File: config.mk
export PLATFORM = sky130hd
export DESIGN_NAME = seq_mult_collector_flat
export DESIGN_NICKNAME = d
export VERILOG_FILES = /design/src/rtl/seq_mult_pkg.sv /design/src/rtl/seq_mult_collector_if.sv /design/src/rtl/seq_mult_collector.sv /design/src/flat_wrapper.sv
export SDC_FILE = /design/constraint.sdc
export NUM_CORES = 1
export LEC_CHECK = 0
export CAP_MARGIN = 0
export CORE_ASPECT_RATIO = 1.4
export CORE_UTILIZATION = 45
export CTS_BUF_LIST = sky130_fd_sc_hd__clkbuf_8 sky130_fd_sc_hd__clkbuf_16
export CTS_CLUSTER_SIZE = 24
export DETAILED_ROUTE_END_ITERATION = 10
export MAX_ROUTING_LAYER = met4
export PLACE_DENSITY = 0.74
export SYNTH_ARGS = -nofsm -noshare
export SYNTH_HDL_FRONTEND = slang
export SYNTH_SLANG_ARGS = --single-unit
File: constraint.sdc
create_clock -name clk -period 5.79 [get_ports clk]
set_input_delay 0.8685 -clock clk [delete_from_list [all_inputs] [get_ports clk]]
set_output_delay 0.8685 -clock clk [all_outputs]
set_load 0.05 [all_outputs]
File: src/rtl/seq_mult_pkg.sv
// Shared definitions for seq_mult and its receive-side collector:
// operand-width clamp, chunk-count helper and the collector FSM states.
package seq_mult_pkg;

  typedef enum logic [1:0] {
    IDLE    = 2'd0,
    COLLECT = 2'd1,
    FULL    = 2'd2
  } coll_state_e;

  // A zero or oversized bitSize means "use the full operand width".
  function automatic int unsigned eff_bits(input logic [3:0] bit_size, input int unsigned w);
    if (bit_size == 4'd0 || 32'(bit_size) > w) return w;
    return 32'(bit_size);
  endfunction

  function automatic int unsigned n_chunks(input int unsigned bs, input int unsigned p);
    return (2 * bs + p - 1) / p;
  endfunction

endpackage

File: src/rtl/seq_mult_collector_if.sv
// Chunk-in / product-out signal bundle between seq_mult, the collector and
// the downstream consumer.
interface seq_mult_collector_if #(
  parameter int P = 2,
  parameter int W = 8
);
  logic [P-1:0]   p;
  logic           newOut;
  logic [3:0]     bitSize;
  logic           chunk_ready;
  logic [2*W-1:0] product;
  logic           valid_out;
  logic           ready_out;
  logic           overrun;

  modport master (
    output p, newOut, bitSize, ready_out,
    input  chunk_ready, product, valid_out, overrun
  );

  modport slave (
    input  p, newOut, bitSize, ready_out,
    output chunk_ready, product, valid_out, overrun
  );
endinterface

File: src/rtl/seq_mult_collector.sv
// Reassembles the LSB-first serial product stream of seq_mult into a
// sign-extended 2W-bit result behind a valid/ready output register.
module seq_mult_collector
  import seq_mult_pkg::*;
#(
  parameter int P = 2,
  parameter int W = 8
) (
  input  logic               clk,
  input  logic               rst_n,
  seq_mult_collector_if.slave bus
);

  localparam int PW    = 2 * W;
  localparam int NMAX  = PW / P;
  localparam int CNT_W = $clog2(NMAX + 1);
  localparam int BS_W  = $clog2(W + 1);

  coll_state_e            state, state_nx;
  logic [PW-1:0]          sr;
  logic [CNT_W-1:0]       cnt, n_q, n_in;
  logic [BS_W-1:0]        bs_q, bs_in;
  logic                   acc, xfer, chunk_ready;
  logic signed [PW-1:0]   assembled, product_q;
  logic                   valid_q, overrun_q;

  // Chunks enter at the top, so after N of them the first chunk sits at
  // bit PW-N*P; shift down, then drop everything above bit 2*bs-1 and
  // replicate that bit upwards.
  function automatic logic signed [PW-1:0] align_sext(
    input logic [PW-1:0]    s,
    input logic [CNT_W-1:0] n,
    input logic [BS_W-1:0]  bs
  );
    logic [PW-1:0] r;
    int            sh;
    r  = s >> (PW - int'(n) * P);
    sh = PW - 2 * int'(bs);
    return $signed(r << sh) >>> sh;
  endfunction

  assign bs_in       = BS_W'(eff_bits(bus.bitSize, W));
  assign n_in        = CNT_W'(n_chunks(eff_bits(bus.bitSize, W), P));
  assign chunk_ready = (state != FULL);
  assign acc         = bus.newOut & chunk_ready;
  assign assembled   = align_sext(sr, n_q, bs_q);

  always_comb begin
    state_nx = state;
    xfer     = 1'b0;
    unique case (state)
      IDLE:    if (acc) state_nx = (n_in == CNT_W'(1)) ? FULL : COLLECT;
      COLLECT: if (acc && (cnt + 1'b1) == n_q) state_nx = FULL;
      FULL: begin
        xfer = !valid_q || bus.ready_out;
        if (xfer) state_nx = IDLE;
      end
      default: state_nx = IDLE;
    endcase
  end

  // Collection stage: FSM, width/count latch and shift register
  always_ff @(posedge clk or negedge rst_n) begin
    if (!rst_n) begin
      state <= IDLE;
      sr    <= '0;
      cnt   <= '0;
      n_q   <= '0;
      bs_q  <= '0;
    end else begin
      state <= state_nx;
      if (acc) begin
        if (state == IDLE) begin
          sr   <= {bus.p, {(PW-P){1'b0}}};
          cnt  <= CNT_W'(1);
          n_q  <= n_in;
          bs_q <= bs_in;
        end else begin
          sr  <= {bus.p, sr[PW-1:P]};
          cnt <= cnt + 1'b1;
        end
      end
    end
  end

  // Output stage: result register with valid/ready, sticky overrun flag
  always_ff @(posedge clk or negedge rst_n) begin
    if (!rst_n) begin
      product_q <= '0;
      valid_q   <= 1'b0;
      overrun_q <= 1'b0;
    end else begin
      if (xfer) begin
        product_q <= assembled;
        valid_q   <= 1'b1;
      end else if (valid_q && bus.ready_out) begin
        valid_q <= 1'b0;
      end
      if (bus.newOut && !chunk_ready) overrun_q <= 1'b1;
    end
  end

  assign bus.chunk_ready = chunk_ready;
  assign bus.product     = product_q;
  assign bus.valid_out   = valid_q;
  assign bus.overrun     = overrun_q;

endmodule

File: src/flat_wrapper.sv
// flat-port wrapper written by rule: the top's interface ports become plain ports
module seq_mult_collector_flat import seq_mult_pkg::*;
#(
  parameter int P = 2,
  parameter int W = 8
)
  (clk, rst_n, bus_p, bus_newOut, bus_bitSize, bus_ready_out, bus_chunk_ready, bus_product, bus_valid_out, bus_overrun);
  seq_mult_collector_if #(.P(P), .W(W)) bus_i ();
  input  logic clk;
  input  logic rst_n;
  input wire logic [$bits(bus_i.p)-1:0] bus_p;
  input wire logic [$bits(bus_i.newOut)-1:0] bus_newOut;
  input wire logic [$bits(bus_i.bitSize)-1:0] bus_bitSize;
  input wire logic [$bits(bus_i.ready_out)-1:0] bus_ready_out;
  output wire logic [$bits(bus_i.chunk_ready)-1:0] bus_chunk_ready;
  output wire logic [$bits(bus_i.product)-1:0] bus_product;
  output wire logic [$bits(bus_i.valid_out)-1:0] bus_valid_out;
  output wire logic [$bits(bus_i.overrun)-1:0] bus_overrun;
  assign bus_i.p = bus_p;
  assign bus_i.newOut = bus_newOut;
  assign bus_i.bitSize = bus_bitSize;
  assign bus_i.ready_out = bus_ready_out;
  assign bus_chunk_ready = bus_i.chunk_ready;
  assign bus_product = bus_i.product;
  assign bus_valid_out = bus_i.valid_out;
  assign bus_overrun = bus_i.overrun;
  seq_mult_collector #(.P(P), .W(W)) u_core (.clk(clk), .rst_n(rst_n), .bus(bus_i));
endmodule
==> results of run 1 <==
worst register-to-register path, delay by kind of cell, from the launching register on:
kind | cells | cell delay [ns]
buffers and inverters | 1 | 0.23
AO/OA/AOI/OAI | 4 | 0.93
AND/OR/NAND/NOR | 2 | 0.14
flip-flops | 1 | 0.37
multiplexers | 1 | 0.33
adder cells (fa/ha/maj) | 1 | 1.08
through the flow:
| step | std cells | hold slack [ns] |
|---|---|---|
| after detailed placement | 388 | 0.448 |
| after floorplan | 309 | 0.469 |
| after global routing | 396 | 0.480 |
| after CTS | 396 | 0.469 |
| final | 396 | 0.463 |
| after global placement | 388 | 0.441 |
sequential cells by signal (all words and copies together), names as in the netlist:
name	flops
u_core.bs_q	4
u_core.bus.overrun	1
u_core.sr	16
u_core.bus.product	16
u_core.cnt	4
u_core.bus.valid_out	1
u_core.state	2
cells in the mapped netlist, types with 2 or more instances:
cell / n
dfrtp_1: 44
nand2_1: 43
o21ai_0: 30
nor2_1: 22
a21oi_1: 18
a22o_1: 17
buf_2: 9
mux2_2: 9
mux2i_1: 7
nand3_1: 7
nor2b_1: 7
clkbuf_1: 6
and2_1: 5
nand2b_1: 5
nor3_1: 5
o21ai_1: 5
a32oi_1: 4
xnor2_1: 4
a221o_1: 3
buf_1: 3
buf_6: 3
inv_1: 3
nand4_1: 3
o211ai_1: 3
or2_2: 3
a221oi_2: 2
a22oi_1: 2
a31oi_1: 2
ha_1: 2
mux4_2: 2
o2111ai_1: 2
o21a_1: 2
xor2_1: 2
routing by layer:
metal | routed length (um) | global-route usage [%] | vias to the layer above
met5 | 0 | - | -
met4 | 178 | 10.1 | 0
met3 | 236 | 3.35 | 16
met2 | 3500 | 39.7 | 63
met1 | 2890 | 28.0 | 1136
li1 | - | - | 1162
final cells by class:
type	count	area, um^2	share of cell area (%)
inverter	5	18.8	0.594
tap	70	87.6	2.77
multi-input combinational	239	1560	49.5
timing repair buffer	30	290	9.19
clock inverter	2	15.0	0.475
sequential	44	1100	34.9
clock buffer	6	82.6	2.61
path summary, 6_finish.rpt:
check / start / depth (start not counted) / to
max in group asynchronous: rst_n / 1 / u_core.bus.product[15]
setup reg to reg: u_core.bs_q[0] / 9 / u_core.bus.product[0]
min in group asynchronous: rst_n / 1 / u_core.bus.overrun
hold reg to reg: u_core.bus.overrun / 1 / u_core.bus.overrun
hold / removal: u_core.bus.overrun / 1 / u_core.bus.overrun
setup / recovery: u_core.bs_q[0] / 9 / u_core.bus.product[0]
cell families (layout without fill, tap and decap cells):
| logic type | count (synthesis) | count (layout) | synth area share [%] |
|---|---|---|---|
| muxes | 19 | 19 | 8.55 |
| buffers and inverters | 26 | 43 | 4.70 |
| adders and majority gates | 2 | 2 | 0.895 |
| and+or+nand+nor | 108 | 108 | 18.3 |
| DFF | 44 | 44 | 39.4 |
| xor gates and xnor gates | 7 | 7 | 2.46 |
| AOI/OAI and AO/OA | 103 | 103 | 25.7 |
==> summary.md, run 1 <==
| Metric | Value |
|---|---|
| Status | `finished clean` |
| Fraction of layout cells with a size suffix above 1 | `11.0%` |
| Cells after Synth | `309` |
| Hpwl dp | `4.89 mm` |
| Area of the core | `0.00595 mm^2` |
| CP max stage cell | `ha_1` |
| Util after Layout | `53.1%` |
| Post-DRT Antenna Nets | `0` |
| # IOs | `29` |
| Setup bufs post-CTS | `0` |
| Final net count | `337` |
| Post-synth ARST share | `100%` |
| Post-route minimum period | `3.18 ns` |
| RSZ-0062 raised after global routing | `no` |
| Setup Skew | `0.00733 ns` |
| Clock transition at path regs | `0.09 ns` |
| Worst-Margin Slew | `1.05 ns` |
| Std-Cell Rows | `33` |
| DP Area | `0.00306 mm^2` |
| Hold crit path type | `register to register` |
| Worst reg-to-reg setup slack | `2.61 ns` |
| Critical path's most frequent cell | `nor2_1` |
| Die area | `0.00654 mm^2` |
| Synthesized area | `0.00280 mm^2` |
| Area share of the largest cell type after synthesis | `39.4%` |
| Most frequent cells in the layout | `44 x dfrtp_1, 43 x nand2_1, 30 x o21ai_0, 27 x clkdlybuf4s50_1, 22 x nor2_1` |
| CP Class | `register to register` |
| Via/cell ratio | `6.00` |
| Syn avg cell area | `9.05 um^2` |
| Fin. max-slew vios | `0` |
| Max incr delay on CP | `1.08 ns` |
| Synth Warn # | `0` |
| Relative slew slack | `29.9%` |
| First-pass GRT wire length | `11.1 mm` |
| Routed len/inst | `17.2 um` |
| Drt drc | `0` |
| Fin. Hold Viols | `0` |
| Total number of vias | `2377` |
| Remaining global-route overflow | `0` |
| Clock Path Buffers | `2` |
| Die Ht | `95.3 um` |
| Final setup fails | `0` |
| Crit path max-delay family | `adder cells` |
| Yosys reg bits | `44` |
| Final worst slack | `2.61 ns` |
| Tcrit/Tclk final | `54.9%` |
| Worst path required time | `6.00 ns` |
| Routed WL | `6.81 mm` |
| Synth top area cells | `dfrtp_1 39%, nand2_1 5.8%, o21ai_0 5.4%` |
| CP Buf/Inv Count | `1` |
| Clk sinks | `44` |
| Die W | `68.6 um` |
| Area Overhead vs Synth | `13.0%` |
| Initial Util | `47.0%` |
| Post-synth top area cell | `dfrtp_1` |
| Insertion delay to the later sink of the worst-skew pair | `0.30 ns` |
| Post-CTS resize count | `0` |
| Initial antenna violation count | `0` |
| IO Port Bufs | `28` |
| Final instance area | `0.00316 mm^2` |
| Root buffer cell | `clkbuf_8` |
| Total track usage | `23.8%` |
| Drt initial violations | `130` |
| Most common cell after layout, fill and taps aside | `dfrtp_1` |
| Vias in the first global route | `2214` |
| Critical Path End Type | `register` |
| Crit-path cells | `clkinv_1, ha_1, mux2_2, nor2_1, a2111oi_1, nor2_1, o21ai_1, a32oi_1, o31ai_1` |
| Antenna Cells | `0` |
| Max FO, Critical Path | `32` |
| Netlist cell types | `58` |
| CTS Hold Buffers Added | `0` |
| DRT Pass-1 Iters | `4` |
| Top FF cell, synth | `dfrtp_1` |
| TNS Setup | `0 ns` |
| Max-Cap Viols | `0` |
| Worst Setup Start Kind | `register` |
| Post-synth EDFFs | `0` |
| Peak Freq | `315 MHz` |
| Pin count of the biggest net entering global routing | `45` |
| CTS tree | `yes` |
| H-Tree Level Count | `2` |
| Total CTS buffers | `5` |
| FILL cells | `575` |
| Seq/Total Area, Yosys | `39.4%` |
| Syn_nets | `321` |
| CP arrival | `3.39 ns` |
| GPL Wtd Cong | `0.924` |
| DP Worst Slack | `2.64 ns` |
Power of run 1 is not shown: default switching activity piles up to over one toggle a cycle in this logic, so the estimate is an artifact.
==> inputs of run 2 (changes only) <==
--- a/config.mk
+++ b/config.mk
@@ -12,7 +12,7 @@
 export CTS_CLUSTER_SIZE = 24
 export DETAILED_ROUTE_END_ITERATION = 10
 export MAX_ROUTING_LAYER = met4
-export PLACE_DENSITY = 0.74
+export PLACE_DENSITY = 0.76
 export SYNTH_ARGS = -nofsm -noshare
 export SYNTH_HDL_FRONTEND = slang
 export SYNTH_SLANG_ARGS = --single-unit
==> constraint.sdc (replaced) <==
create_clock -name clk -period 2.8 [get_ports clk]
set_input_delay 0.42 -clock clk [delete_from_list [all_inputs] [get_ports clk]]
set_output_delay 0.42 -clock clk [all_outputs]
set_load 0.05 [all_outputs]
==> run 2 against run 1 <==
Against the previous run: via count up 3.0%; non-clock buffer count up 8; first-iteration DRC count up 15%; sequential share of layout area down 0.76 points; routed wire length up 3.5%; register-to-register slack worse by 2.4 ns; final cell count up 2.0%; highest routed layer unchanged.
==> summary.md, run 2 (synthesis results as in run 1) <==
| Metric | Value |
|---|---|
| Insertion delay to the later sink of the worst-skew pair | `0.30 ns (about the same)` |
| Drt drc | `0 (unchanged)` |
| CTS tree | `yes` |
| CP Class | `register to register` |
| CP max stage cell | `a2111oi_1` |
| Most frequent cells in the layout | `44 x dfrtp_1, 43 x nand2_1, 30 x o21ai_0, 27 x clkdlybuf4s50_1, 22 x nor2_1` |
| Final setup fails | `0 (unchanged)` |
| Max FO, Critical Path | `8 (-75%)` |
| Max incr delay on CP | `0.69 ns (-0.39 ns)` |
| Drt initial violations | `150 (+15%)` |
| Antenna Cells | `0 (unchanged)` |
| Tcrit/Tclk final | `92.4% (+38 points)` |
| Die Ht | `95.3 um (unchanged)` |
| IO Port Bufs | `28 (unchanged)` |
| Worst Setup Start Kind | `register` |
| Post-CTS resize count | `0 (unchanged)` |
| Total track usage | `25.4% (+1.6 points)` |
| Relative slew slack | `36.7% (+6.8 points)` |
| Hpwl dp | `5.31 mm (+8.7%)` |
| Via/cell ratio | `6.06 (+0.99%)` |
| First-pass GRT wire length | `11.8 mm (+6.4%)` |
| Area Overhead vs Synth | `15.5%` |
| Worst path required time | `3.01 ns (-2.99 ns)` |
| Routed len/inst | `17.4 um (+1.4%)` |
| Total CTS buffers | `5 (unchanged)` |
| GPL Wtd Cong | `0.962 (+4.1%)` |
| Fin. max-slew vios | `0 (unchanged)` |
| Setup Skew | `0.00621 ns (-0.00112 ns)` |
| DRT Pass-1 Iters | `4 (unchanged)` |
| Fraction of layout cells with a size suffix above 1 | `12.9% (+1.8 points)` |
| # IOs | `29 (unchanged)` |
| Root buffer cell | `clkbuf_8` |
| CTS Hold Buffers Added | `0 (unchanged)` |
| Initial antenna violation count | `0 (unchanged)` |
| Clock transition at path regs | `0.08 ns (about the same)` |
| CP arrival | `2.80 ns (-0.59 ns)` |
| Remaining global-route overflow | `0 (unchanged)` |
| Area of the core | `0.00595 mm^2 (unchanged)` |
| Clk sinks | `44 (unchanged)` |
| Fin. Hold Viols | `0 (unchanged)` |
| Util after Layout | `54.3% (+1.2 points)` |
| Crit. Startpoint | `u_core.bs_q[0]` |
| Hold crit path type | `primary input to asynchronous set/reset pin` |
| Pin count of the biggest net entering global routing | `45 (unchanged)` |
| Setup bufs post-CTS | `0 (unchanged)` |
| Clock Path Buffers | `2 (unchanged)` |
| RSZ-0062 raised after global routing | `yes` |
| Reg2reg start | `u_core.bs_q[0]` |
| Post-route minimum period | `2.59 ns (-0.589 ns)` |
| Std-Cell Rows | `33 (unchanged)` |
| Final net count | `345 (+2.4%)` |
| Most common cell after layout, fill and taps aside | `dfrtp_1` |
| Post-DRT Antenna Nets | `0 (unchanged)` |
| Peak Freq | `386 MHz (+23%)` |
| Die W | `68.6 um (unchanged)` |
| Crit-path cells | `clkinv_1, ha_1, nor2b_1, a21oi_1, a2111oi_1, nor2_1, o21ai_1, a32oi_1, o31ai_1` |
| Total number of vias | `2449 (+3.0%)` |
| Die area | `0.00654 mm^2 (unchanged)` |
| Final hold slack | `0.260 ns (-0.203 ns)` |
| Vias in the first global route | `2373 (+7.2%)` |
| Worst-Margin Slew | `0.949 ns (-0.102 ns)` |
| Critical Path End Type | `register` |
| H-Tree Level Count | `2 (unchanged)` |
| Routed WL | `7.04 mm (+3.5%)` |
| Status | `finished clean` |
| Max-Cap Viols | `0 (unchanged)` |
| Initial Util | `47.0% (unchanged)` |
## run 2: worst max-delay path: cells and delay by family, from the launching register on
kind | cells | cell delay, ns
AO/OA/AOI/OAI | 5 | 1.15
adder cells (fa/ha/maj) | 1 | 0.39
buffers and inverters | 1 | 0.14
flip-flops | 1 | 0.48
AND/OR/NAND/NOR | 2 | 0.36
## run 2: worst paths after layout
path                                          to  depth (start not counted)  slack, ns
max                        u_core.bus.product[0]                          9       0.21
min                           u_core.bus.overrun                          1       0.26
max reg2reg                u_core.bus.product[0]                          9       0.21
min reg2reg                   u_core.bus.overrun                          1       0.46
max in group asynchronous           u_core.sr[0]                          1       1.95
min in group clk              u_core.bus.overrun                          1       0.46
## run 2: final cells by class
type / instances / area [um^2]
Sequential cell: 44 / 1100
Fill cell: 570 / 2720
Multi-Input combinational cell: 239 / 1560
Inverter: 5 / 18.8
Timing Repair Buffer: 38 / 350
Clock inverter: 3 / 38.8
Tap cell: 70 / 87.6
Clock buffer: 5 / 68.8
## run 2: layer usage
| layer | up-vias | track usage, % | wire [um] |
|---|---|---|---|
| met2 | 75 | 40.6 | 3540 |
| met1 | 1170 | 27.9 | 2840 |
| met4 | 0 | 16.7 | 398 |
| met3 | 30 | 5.26 | 267 |
| li1 | 1174 | - | - |
| met5 | - | - | 0 |
## run 2: metrics by stage
| stage | cells | setup slack, ns | setup TNS, ns | area, um^2 |
|---|---|---|---|---|
| 3_3_place_gp | 396 | 0.346 | 0 | 3120 |
| 6_report | 404 | 0.212 | 0 | 3230 |
| 5_1_grt | 404 | -0.00900 | -0.00900 | 3230 |
| 4_1_cts | 404 | 0.241 | 0 | 3230 |
| 3_5_place_dp | 396 | 0.273 | 0 | 3120 |
| 2_1_floorplan | 309 | 0.502 | 0 | 2800 |
Power of run 2 is left out for the same reason.
==> inputs of run 3 (changes only) <==
--- a/config.mk
+++ b/config.mk
@@ -7,12 +7,12 @@
 export LEC_CHECK = 0
 export CAP_MARGIN = 0
 export CORE_ASPECT_RATIO = 1.4
-export CORE_UTILIZATION = 45
+export CORE_UTILIZATION = 51
 export CTS_BUF_LIST = sky130_fd_sc_hd__clkbuf_8 sky130_fd_sc_hd__clkbuf_16
 export CTS_CLUSTER_SIZE = 24
 export DETAILED_ROUTE_END_ITERATION = 10
 export MAX_ROUTING_LAYER = met4
-export PLACE_DENSITY = 0.76
+export PLACE_DENSITY = 0.84
 export SYNTH_ARGS = -nofsm -noshare
 export SYNTH_HDL_FRONTEND = slang
 export SYNTH_SLANG_ARGS = --single-unit
==> run 3 against run 2 <==
Against the previous run: via count grew 0.24%; clock-buffer cell count increased by 1; final cell count down 0.74%; global-route usage up 1.6 points; setup slack better by 0.050 ns; register-to-register slack gained 0.05 ns; sequential share of layout area rose by 0.079 points; clock skew up 0.0050 ns; critical path type unchanged; highest routed layer unchanged.
==> summary.md, run 3 (synthesis results as in run 1) <==
| Metric | Value |
|---|---|
| Status | `finished clean` |
| Setup Skew | `0.0112 ns (+0.00503 ns)` |
| TNS Setup | `0 ns (unchanged)` |
| Clock transition at path regs | `0.09 ns (about the same)` |
| Critical Path End Type | `register` |
| Via/cell ratio | `6.12 (+0.99%)` |
| Most frequent cells in the layout | `44 x dfrtp_1, 43 x nand2_1, 30 x o21ai_0, 27 x clkdlybuf4s50_1, 22 x nor2_1` |
| Global routing's busiest layer | `met2` |
| Hpwl dp | `4.88 mm (-8.1%)` |
| Fraction of layout cells with a size suffix above 1 | `13.4% (+0.56 points)` |
| RSZ-0062 raised after global routing | `no` |
| Max-Cap Viols | `0 (unchanged)` |
| CP max stage cell | `xnor2_2` |
| Drt initial violations | `183 (+22%)` |
| Die area | `0.00579 mm^2 (-11%)` |
| CP arrival | `2.75 ns (-0.05 ns)` |
| Area Overhead vs Synth | `15.2%` |
| Sequential Area | `0.00110 mm^2 (unchanged)` |
| Crit path max-delay family | `compound AO/OA/AOI/OAI gates` |
| Total track usage | `27.0% (+1.6 points)` |
| Fin. Hold Viols | `0 (unchanged)` |
| Met2 Use GR | `44.1% (+3.5 points)` |
| GPL Wtd Cong | `0.959 (-0.34%)` |
| Die W | `64.6 um (-5.9%)` |
| Antenna Cells | `0 (unchanged)` |
| Final net count | `346 (+0.29%)` |
| Pin count of the biggest net entering global routing | `45 (unchanged)` |
| Post-DRT Antenna Nets | `0 (unchanged)` |
| Post-CTS resize count | `0 (unchanged)` |
| Clk sinks | `44 (unchanged)` |
| Initial antenna violation count | `0 (unchanged)` |
| CP Buf/Inv Count | `1 (unchanged)` |
| Total number of vias | `2455 (+0.24%)` |
| Critical path's most frequent cell | `o21ai_0` |
| Met1 usage | `30.6% (+2.7 points)` |
| IO Port Bufs | `28 (unchanged)` |
| Clock Path Buffers | `2 (unchanged)` |
| FILL cells | `456 (-20%)` |
| DP Area | `0.00312 mm^2 (about the same)` |
| Worst reg-to-reg setup slack | `0.26 ns (+0.05 ns)` |
| Post-route minimum period | `2.54 ns (-0.0501 ns)` |
| Max FO, Critical Path | `14 (+6)` |
| Util after Layout | `61.5% (+7.2 points)` |
| Vias in the first global route | `2366 (-0.29%)` |
| Max incr delay on CP | `0.65 ns (-0.04 ns)` |
| Die Ht | `89.6 um (-5.9%)` |
| Final instance area | `0.00322 mm^2 (-0.23%)` |
| DRT Pass-1 Iters | `5 (+1)` |
| Multi-input gate area | `0.00156 mm^2 (unchanged)` |
| Peak Freq | `394 MHz (+2.0%)` |
| # IOs | `29 (unchanged)` |
| CTS tree | `yes` |
| Routed WL | `6.71 mm (-4.7%)` |
| Area of the core | `0.00524 mm^2 (-12%)` |
| Hold crit path type | `primary input to asynchronous set/reset pin` |
| Worst path required time | `3.01 ns (about the same)` |
| Worst-Margin Slew | `0.928 ns (-0.0211 ns)` |
| CP Class | `register to register` |
| Final setup fails | `0 (unchanged)` |
| First-pass GRT wire length | `11.5 mm (-2.3%)` |
| Drt drc | `0 (unchanged)` |
| Insertion delay to the later sink of the worst-skew pair | `0.30 ns (about the same)` |
| Routed len/inst | `16.7 um (-4.0%)` |
| Total CTS buffers | `5 (unchanged)` |
| Most common cell after layout, fill and taps aside | `dfrtp_1` |
| H-Tree Level Count | `2 (unchanged)` |
| Worst Setup Start Kind | `register` |
| Setup bufs post-CTS | `0 (unchanged)` |
| CTS Hold Buffers Added | `0 (unchanged)` |
| Initial Util | `53.4% (+6.4 points)` |
| Root buffer cell | `clkbuf_8` |
| Tcrit/Tclk final | `90.7% (-1.8 points)` |
| Std-Cell Rows | `31 (-6.1%)` |
| Crit-path cells | `clkinv_1, ha_1, xnor2_2, o21ai_0, a211oi_1, o21ai_0, a21oi_1, nor2_1, o21ai_0` |
| Remaining global-route overflow | `0 (unchanged)` |
| Fin. max-slew vios | `0 (unchanged)` |
| Relative slew slack | `38.2% (+1.4 points)` |
| Met3 GRT Util | `4.67% (-0.59 points)` |
[run 3: changes by cell type in the layout (fill, tap and decap cells not counted), sizes merged]
cell / change
clkbuf: +1
bufinv: -1
clkinvlp: +2
inv: -1
clkinv: -1
buf: +1
[run 3: final timing paths]
| check | startpoint | endpoint | depth (start not counted) |
|---|---|---|---|
| hold / removal | rst_n | u_core.bus.product[4] | 1 |
| min in group clk | u_core.bus.overrun | u_core.bus.overrun | 1 |
| hold reg to reg | u_core.bus.overrun | u_core.bus.overrun | 1 |
| setup / recovery | u_core.bs_q[0] | u_core.bus.product[11] | 9 |
| setup reg to reg | u_core.bs_q[0] | u_core.bus.product[11] | 9 |
| max in group asynchronous | rst_n | u_core.bs_q[3] | 1 |
[run 3: final cells by class]
cell class / instances / share of cell area [%]
clock buffer: 6 / 2.56
tap: 66 / 2.56
multi-input combinational: 239 / 48.5
timing repair buffer: 39 / 11.1
clock inverter: 2 / 0.466
inverter: 5 / 0.583
sequential: 44 / 34.2
[run 3: per-stage QoR]
step                std cells  hold WS [ns]  setup WS, ns
floorplan                 309         0.124         0.502
global placement          393         0.438         0.356
detailed placement        393         0.448         0.330
CTS                       401         0.284         0.300
global route              401         0.342        0.0113
finish                    401         0.244         0.262
[run 3: routing by layer]
metal | up-vias | routed length [um] | share of wire (%)
li1 | 1176 | - | -
met1 | 1133 | 2740 | 41
met2 | 116 | 3290 | 49
met3 | 30 | 323 | 4.8
met4 | 0 | 359 | 5.4
met5 | - | 0 | 0
Power of run 3 is left out for the same reason.
==> edit 1, RTL diff (flow settings as in run 3) <==
`P` is set to 2 in 3 places; all go to 4. Comments in the files are not updated.
--- a/src/rtl/seq_mult_collector_if.sv
+++ b/src/rtl/seq_mult_collector_if.sv
@@ -1,7 +1,7 @@
 // Chunk-in / product-out signal bundle between seq_mult, the collector and
 // the downstream consumer.
 interface seq_mult_collector_if #(
-  parameter int P = 2,
+  parameter int P = 4,
   parameter int W = 8
 );
   logic [P-1:0]   p;
--- a/src/rtl/seq_mult_collector.sv
+++ b/src/rtl/seq_mult_collector.sv
@@ -3,7 +3,7 @@
 module seq_mult_collector
   import seq_mult_pkg::*;
 #(
-  parameter int P = 2,
+  parameter int P = 4,
   parameter int W = 8
 ) (
   input  logic               clk,
--- a/src/flat_wrapper.sv
+++ b/src/flat_wrapper.sv
@@ -1,7 +1,7 @@
 // flat-port wrapper written by rule: the top's interface ports become plain ports
 module seq_mult_collector_flat import seq_mult_pkg::*;
 #(
-  parameter int P = 2,
+  parameter int P = 4,
   parameter int W = 8
 )
   (clk, rst_n, bus_p, bus_newOut, bus_bitSize, bus_ready_out, bus_chunk_ready, bus_product, bus_valid_out, bus_overrun);
Interface: changed (resized bus_p); port bits go from 29 to 31. The function was not compared with the original's and may differ.
==> edit 1 against run 3 <==
Largest cell class unchanged; via count is 31% higher; sequential cell count increased by 2; first-iteration DRC count rose by 60%; setup slack got worse by 0.14 ns; routed wire length rose by 47%; cell area increased by 22%; area after synthesis up 19%.
Power is left out: the tool's default activity adds up to more than one toggle a clock period on the data nets, which glitch-free logic cannot reach.
==> edit 1: results (changes against run 3) <==
drt:
  routed.top_layer: "met4"
  routedWlPerCell_um: 20.1  # +20%
  met1_length_mm: 3.80  # +39%
  via_per_inst: 6.58  # +7.4%
  met3_length_um: 400  # +24%
  drt_iter0_drc: 293  # +60%
  firstDrtPassIters: 5  # unchanged
  dr_wl_met2_mm: 5.07  # +54%
global_route:
  grt_use_met3_pct: 4.15  # -0.52 points
  grt_pass1_wl_mm: 16.0  # +39%
  grt_usage_pct: 30.5  # +3.4 points
  grt_max_degree: 47  # +4.4%
  met2_usage_pct: 52.3  # +8.2 points
  met1_usage_pct: 33.6  # +3.0 points
  grt_pass1_vias: 3180  # +34%
  antenna_found_initial: 0  # unchanged
clock_network:
  htreeDepth: 2  # unchanged
  clockBufferDepth: 2  # unchanged
  clk_latency_ns: 0.31
  cts-buffers-inserted: 5  # unchanged
  root_buffer: "clkbuf_8"
  clkTransAtPathRegs_ns: 0.11  # +0.02 ns
logic_synthesis:
  synth_common_cells: "dfrtp_1, nand2_1, o21ai_0"
  synthTopCellsByArea: "dfrtp_1, mux2_2, nand2_1"
  syn-num-nets: 397  # +24%
  dominantRegCellSynth: "dfrtp_1"
  yosys_warnings: 0  # unchanged
  async_flop_share_pct: 100  # unchanged
  seq_area_frac_synth_pct: 34.5  # -4.8 points
  synth.avg_cell_area_um2: 8.75  # -3.3%
  ys_types: 67  # +16%
final_layout:
  antenna_cells: 0  # unchanged
  nets: 433  # +25%
  layout-drive-gt1-share_pct: 15.3  # +1.9 points
  fin_cells: 490  # +22%
critical_path:
  crit_arrival_ns: 2.84  # +0.09 ns
  slowest_delay_ns: 0.37  # -0.28 ns
  critical_path.max_fanout: 4  # -10
  cp_slowest_cell: "dfrtp_1"
placed_design:
  placed_area_um2: 3770  # +21%
  place_inst: 478  # +22%
  place_ws_ns: -0.0161  # -0.346 ns
  globalplace.congestion: 0.991  # +3.3%
  io_buffer_count: 30  # +7.1%
  dp_hpwl_mm: 7.47  # +53%
sta:
  tightest_slew_ns: 1.02  # +0.0909 ns
  skew_ns: 0.0184  # +0.00714 ns
  slew_viol_final: 0  # unchanged
min_path:
  hp-class: "input pin to async pin"
status:
  outcome: "finished clean"
edit 1: changes by cell type after synthesis, sizes merged, moves of 6 or more:
| cell | delta |
|---|---|
| nor2 | -6 |
| nand2 | -6 |
| a31oi | +7 |
| inv | +7 |
| clkbuf | +11 |
| mux2 | +7 |
| a221o | +6 |
| nor3 | +7 |
| o21ai | -6 |
| o211ai | +6 |
| o31ai | +6 |
| buf | -6 |
edit 1: path summary, 6_finish.rpt:
check,end,cells past startpoint,from,slack [ns]
worst max-delay path,u_core.bus.product[10],9,u_core.n_q[1],0.12
worst min-delay path,u_core.bus.product[4],1,rst_n,0.28
worst max register to register,u_core.bus.product[10],9,u_core.n_q[1],0.12
worst min register to register,u_core.bus.overrun,1,u_core.bus.overrun,0.47
max in group asynchronous,u_core.sr[11],1,rst_n,1.88
min in group clk,u_core.bus.overrun,1,u_core.bus.overrun,0.47
edit 1: critical path, delay by kind of cell (launching register included):
kind | cells | cell delay (ns)
AOI/OAI and AO/OA | 3 | 0.70
and+or+nand+nor | 3 | 0.69
DFF | 1 | 0.37
muxes | 1 | 0.37
adders and majority gates | 1 | 0.36
buffers and inverters | 1 | 0.06
edit 1: area by class of cell:
class / count / area, um^2
fill: 574 / 2330
clock buffer: 5 / 68.8
sequential: 46 / 1150
clock inverter: 3 / 43.8
timing repair buffer: 55 / 483
tap: 72 / 90.1
inverter: 13 / 50.0
multi-input combinational: 296 / 2040
edit 1: cell families after synthesis:
kind of cell	synth area share (%)
AO/OA/AOI/OAI	29.8
XOR/XNOR	2.63
adder cells (fa/ha/maj)	1.50
buffers and inverters	5.07
flip-flops	34.5
multiplexers	8.52
AND/OR/NAND/NOR	17.9
edit 1: what timing repair did:
action	4_1_cts	5_1_grt
pin swaps	0	1
setup buffers	0	4
resized for setup	1	2
endpoints found under the setup margin	1	4
==> edit 2, RTL diff (settings of run 3) <==
Without the edit above. Encoding of `coll_state_e`: now one-hot (3 bits for 3 states).
--- a/src/rtl/seq_mult_pkg.sv
+++ b/src/rtl/seq_mult_pkg.sv
@@ -2,10 +2,10 @@
 // operand-width clamp, chunk-count helper and the collector FSM states.
 package seq_mult_pkg;
 
-  typedef enum logic [1:0] {
-    IDLE    = 2'd0,
-    COLLECT = 2'd1,
-    FULL    = 2'd2
+  typedef enum logic [2:0] {
+    IDLE    = 3'b001,
+    COLLECT = 3'b010,
+    FULL    = 3'b100
   } coll_state_e;
 
   // A zero or oversized bitSize means "use the full operand width".
Check against the original RTL: no difference found for any inputs over 4 cycles, from zero or initial values and one cycle with rst_n low; so few cycles prove little.
==> edit 2 against run 3 <==
Fmax up 5.8%; sequential cell count is 1 higher; highest routed layer unchanged; count of clock-buffer cells in the layout down 1; cell area grew 7.8%; sequential share of layout area fell by 1.7 points; setup slack improved by 0.14 ns; routed wire length up 22%; critical path depth shrank 3; area after synthesis is 8.9% higher.
==> edit 2: results (changes against run 3) <==
clock_network:
  clockBufferDepth: 2  # unchanged
  clk_latency_ns: 0.30  # about the same
  cts_resized: 0  # unchanged
  post-cts-setup-buffers: 0  # unchanged
drt:
  via_per_inst: 6.21  # +1.5%
  routedWlPerCell_um: 17.7  # +5.6%
  wirelength_mm: 8.16  # +22%
  drt_iter0_drc: 219  # +20%
  firstDrtPassIters: 5  # unchanged
logic_synthesis:
  synth-xor-area-share_pct: 3.37  # +0.91 points
  ys_types: 59  # +1.7%
  muxShareOfSynthArea_pct: 4.40  # -4.1 points
  synthTopCellsByArea: "dfrtp_1, nand2_1, nand3_1"
  syn-num-nets: 380  # +18%
  synth_common_cells: "nand2_1, dfrtp_1, nand3_1"
  yosys_warnings: 0  # unchanged
  seq_area_frac_synth_pct: 37.0  # -2.3 points
  syn_inst: 368  # +19%
  synthAdderAreaFrac_pct: 0.822  # -0.073 points
  synth_compound_area_share_pct: 25.0  # -0.69 points
global_route:
  grt_use_met3_pct: 4.39  # -0.28 points
  grt_usage_pct: 29.4  # +2.3 points
  met1_usage_pct: 31.7  # +1.2 points
  met2_usage_pct: 49.3  # +5.1 points
  grt_pass1_vias: 2836  # +20%
  grt_max_degree: 46  # +2.2%
  grt_pass1_wl_mm: 13.4  # +17%
placed_design:
  dp_hpwl_mm: 6.08  # +25%
  place_inst: 454  # +16%
  globalplace.congestion: 1.02  # +6.7%
  place_ws_ns: 0.433  # +0.103 ns
sta:
  skew_ns: 0.00592  # -0.00531 ns
  hold_violations: 0  # unchanged
  finalCriticalPeriod_ns: 2.40  # -0.138 ns
  slew_headroom_pct: 36.4  # -1.8 points
final_layout:
  layout-drive-gt1-share_pct: 10.9  # -2.5 points
  antenna_cells: 0  # unchanged
  nets: 405  # +17%
  fillerInstances: 503  # +10%
status:
  outcome: "finished clean"
critical_path:
  crit_arrival_ns: 2.62  # -0.13 ns
  critical_path.max_fanout: 15  # +1
  cp_slowest_cell: "dfrtp_1"
  slowest_delay_ns: 0.61  # -0.04 ns
[edit 2: changes by cell type in the layout (fill, tap and decap cells not counted), sizes merged, moves of 5 or more]
| cell | before | now |
|---|---|---|
| mux2 | 9 | 1 |
| nand2b | 5 | 12 |
| o31ai | 1 | 6 |
| nand3 | 7 | 25 |
| nor2 | 23 | 11 |
| a22o | 17 | 3 |
| nand2 | 44 | 71 |
| nor3 | 5 | 15 |
| a21oi | 19 | 24 |
| inv | 4 | 9 |
[edit 2: layout make-up]
| type | instances | share of cell area [%] |
|---|---|---|
| multi-input cells | 291 | 50.8 |
| flip-flops and latches | 45 | 32.5 |
| repair buffers | 42 | 11.0 |
| well taps | 68 | 2.45 |
| clock buffers | 5 | 1.98 |
| inverters | 8 | 0.865 |
| clock inverters | 3 | 0.540 |
[edit 2: cells by family (layout without fill, tap and decap cells)]
| group | count (synthesis) | count (layout) |
|---|---|---|
| flip-flops | 45 | 45 |
| buffers and inverters | 32 | 58 |
| multiplexers | 12 | 12 |
| AND/OR/NAND/NOR | 153 | 153 |
| AO/OA/AOI/OAI | 114 | 114 |
| XOR/XNOR | 10 | 10 |
| adder cells (fa/ha/maj) | 2 | 2 |
[edit 2: worst paths after layout]
| path | from | endpoint | slack (ns) | depth (start not counted) |
|---|---|---|---|---|
| min in group clk | u_core.bus.product[15] | u_core.bus.product[15] | 0.48 | 2 |
| max | u_core.bs_q[2] | u_core.bus.product[2] | 0.40 | 6 |
| max in group asynchronous | rst_n | u_core.state[1] | 1.94 | 1 |
| max reg2reg | u_core.bs_q[2] | u_core.bus.product[2] | 0.40 | 6 |
| min | rst_n | u_core.bs_q[2] | 0.26 | 1 |
| min reg2reg | u_core.bus.product[15] | u_core.bus.product[15] | 0.48 | 2 |
[edit 2: worst max-delay path, delay by kind of cell, from the launching register on]
family | cells | cell delay [ns]
and+or+nand+nor | 2 | 0.55
AOI/OAI and AO/OA | 3 | 0.72
muxes | 1 | 0.44
DFF | 1 | 0.61
[edit 2: metal layers]
layer,up-vias,routed length [um]
met3,34,397
li1,1373,-
met2,122,4120
met1,1342,3200
met4,0,446
met5,-,0
[edit 2: through the flow]
step	cell area, um^2	hold WS [ns]	util, %
after floorplan	3040	0.124	-
after global placement	3390	0.445	60.0
after detailed placement	3390	0.470	60.0
after CTS	3470	0.297	61.5
after global routing	3470	0.362	61.5
final	3470	0.261	61.5
[edit 2: where the power goes]
| part | internal (uW) | switching, uW |
|---|---|---|
| clock network | 172 | 232 |
| logic | 1180 | 2160 |
| registers | 883 | 278 |
| total | 2240 | 2670 |
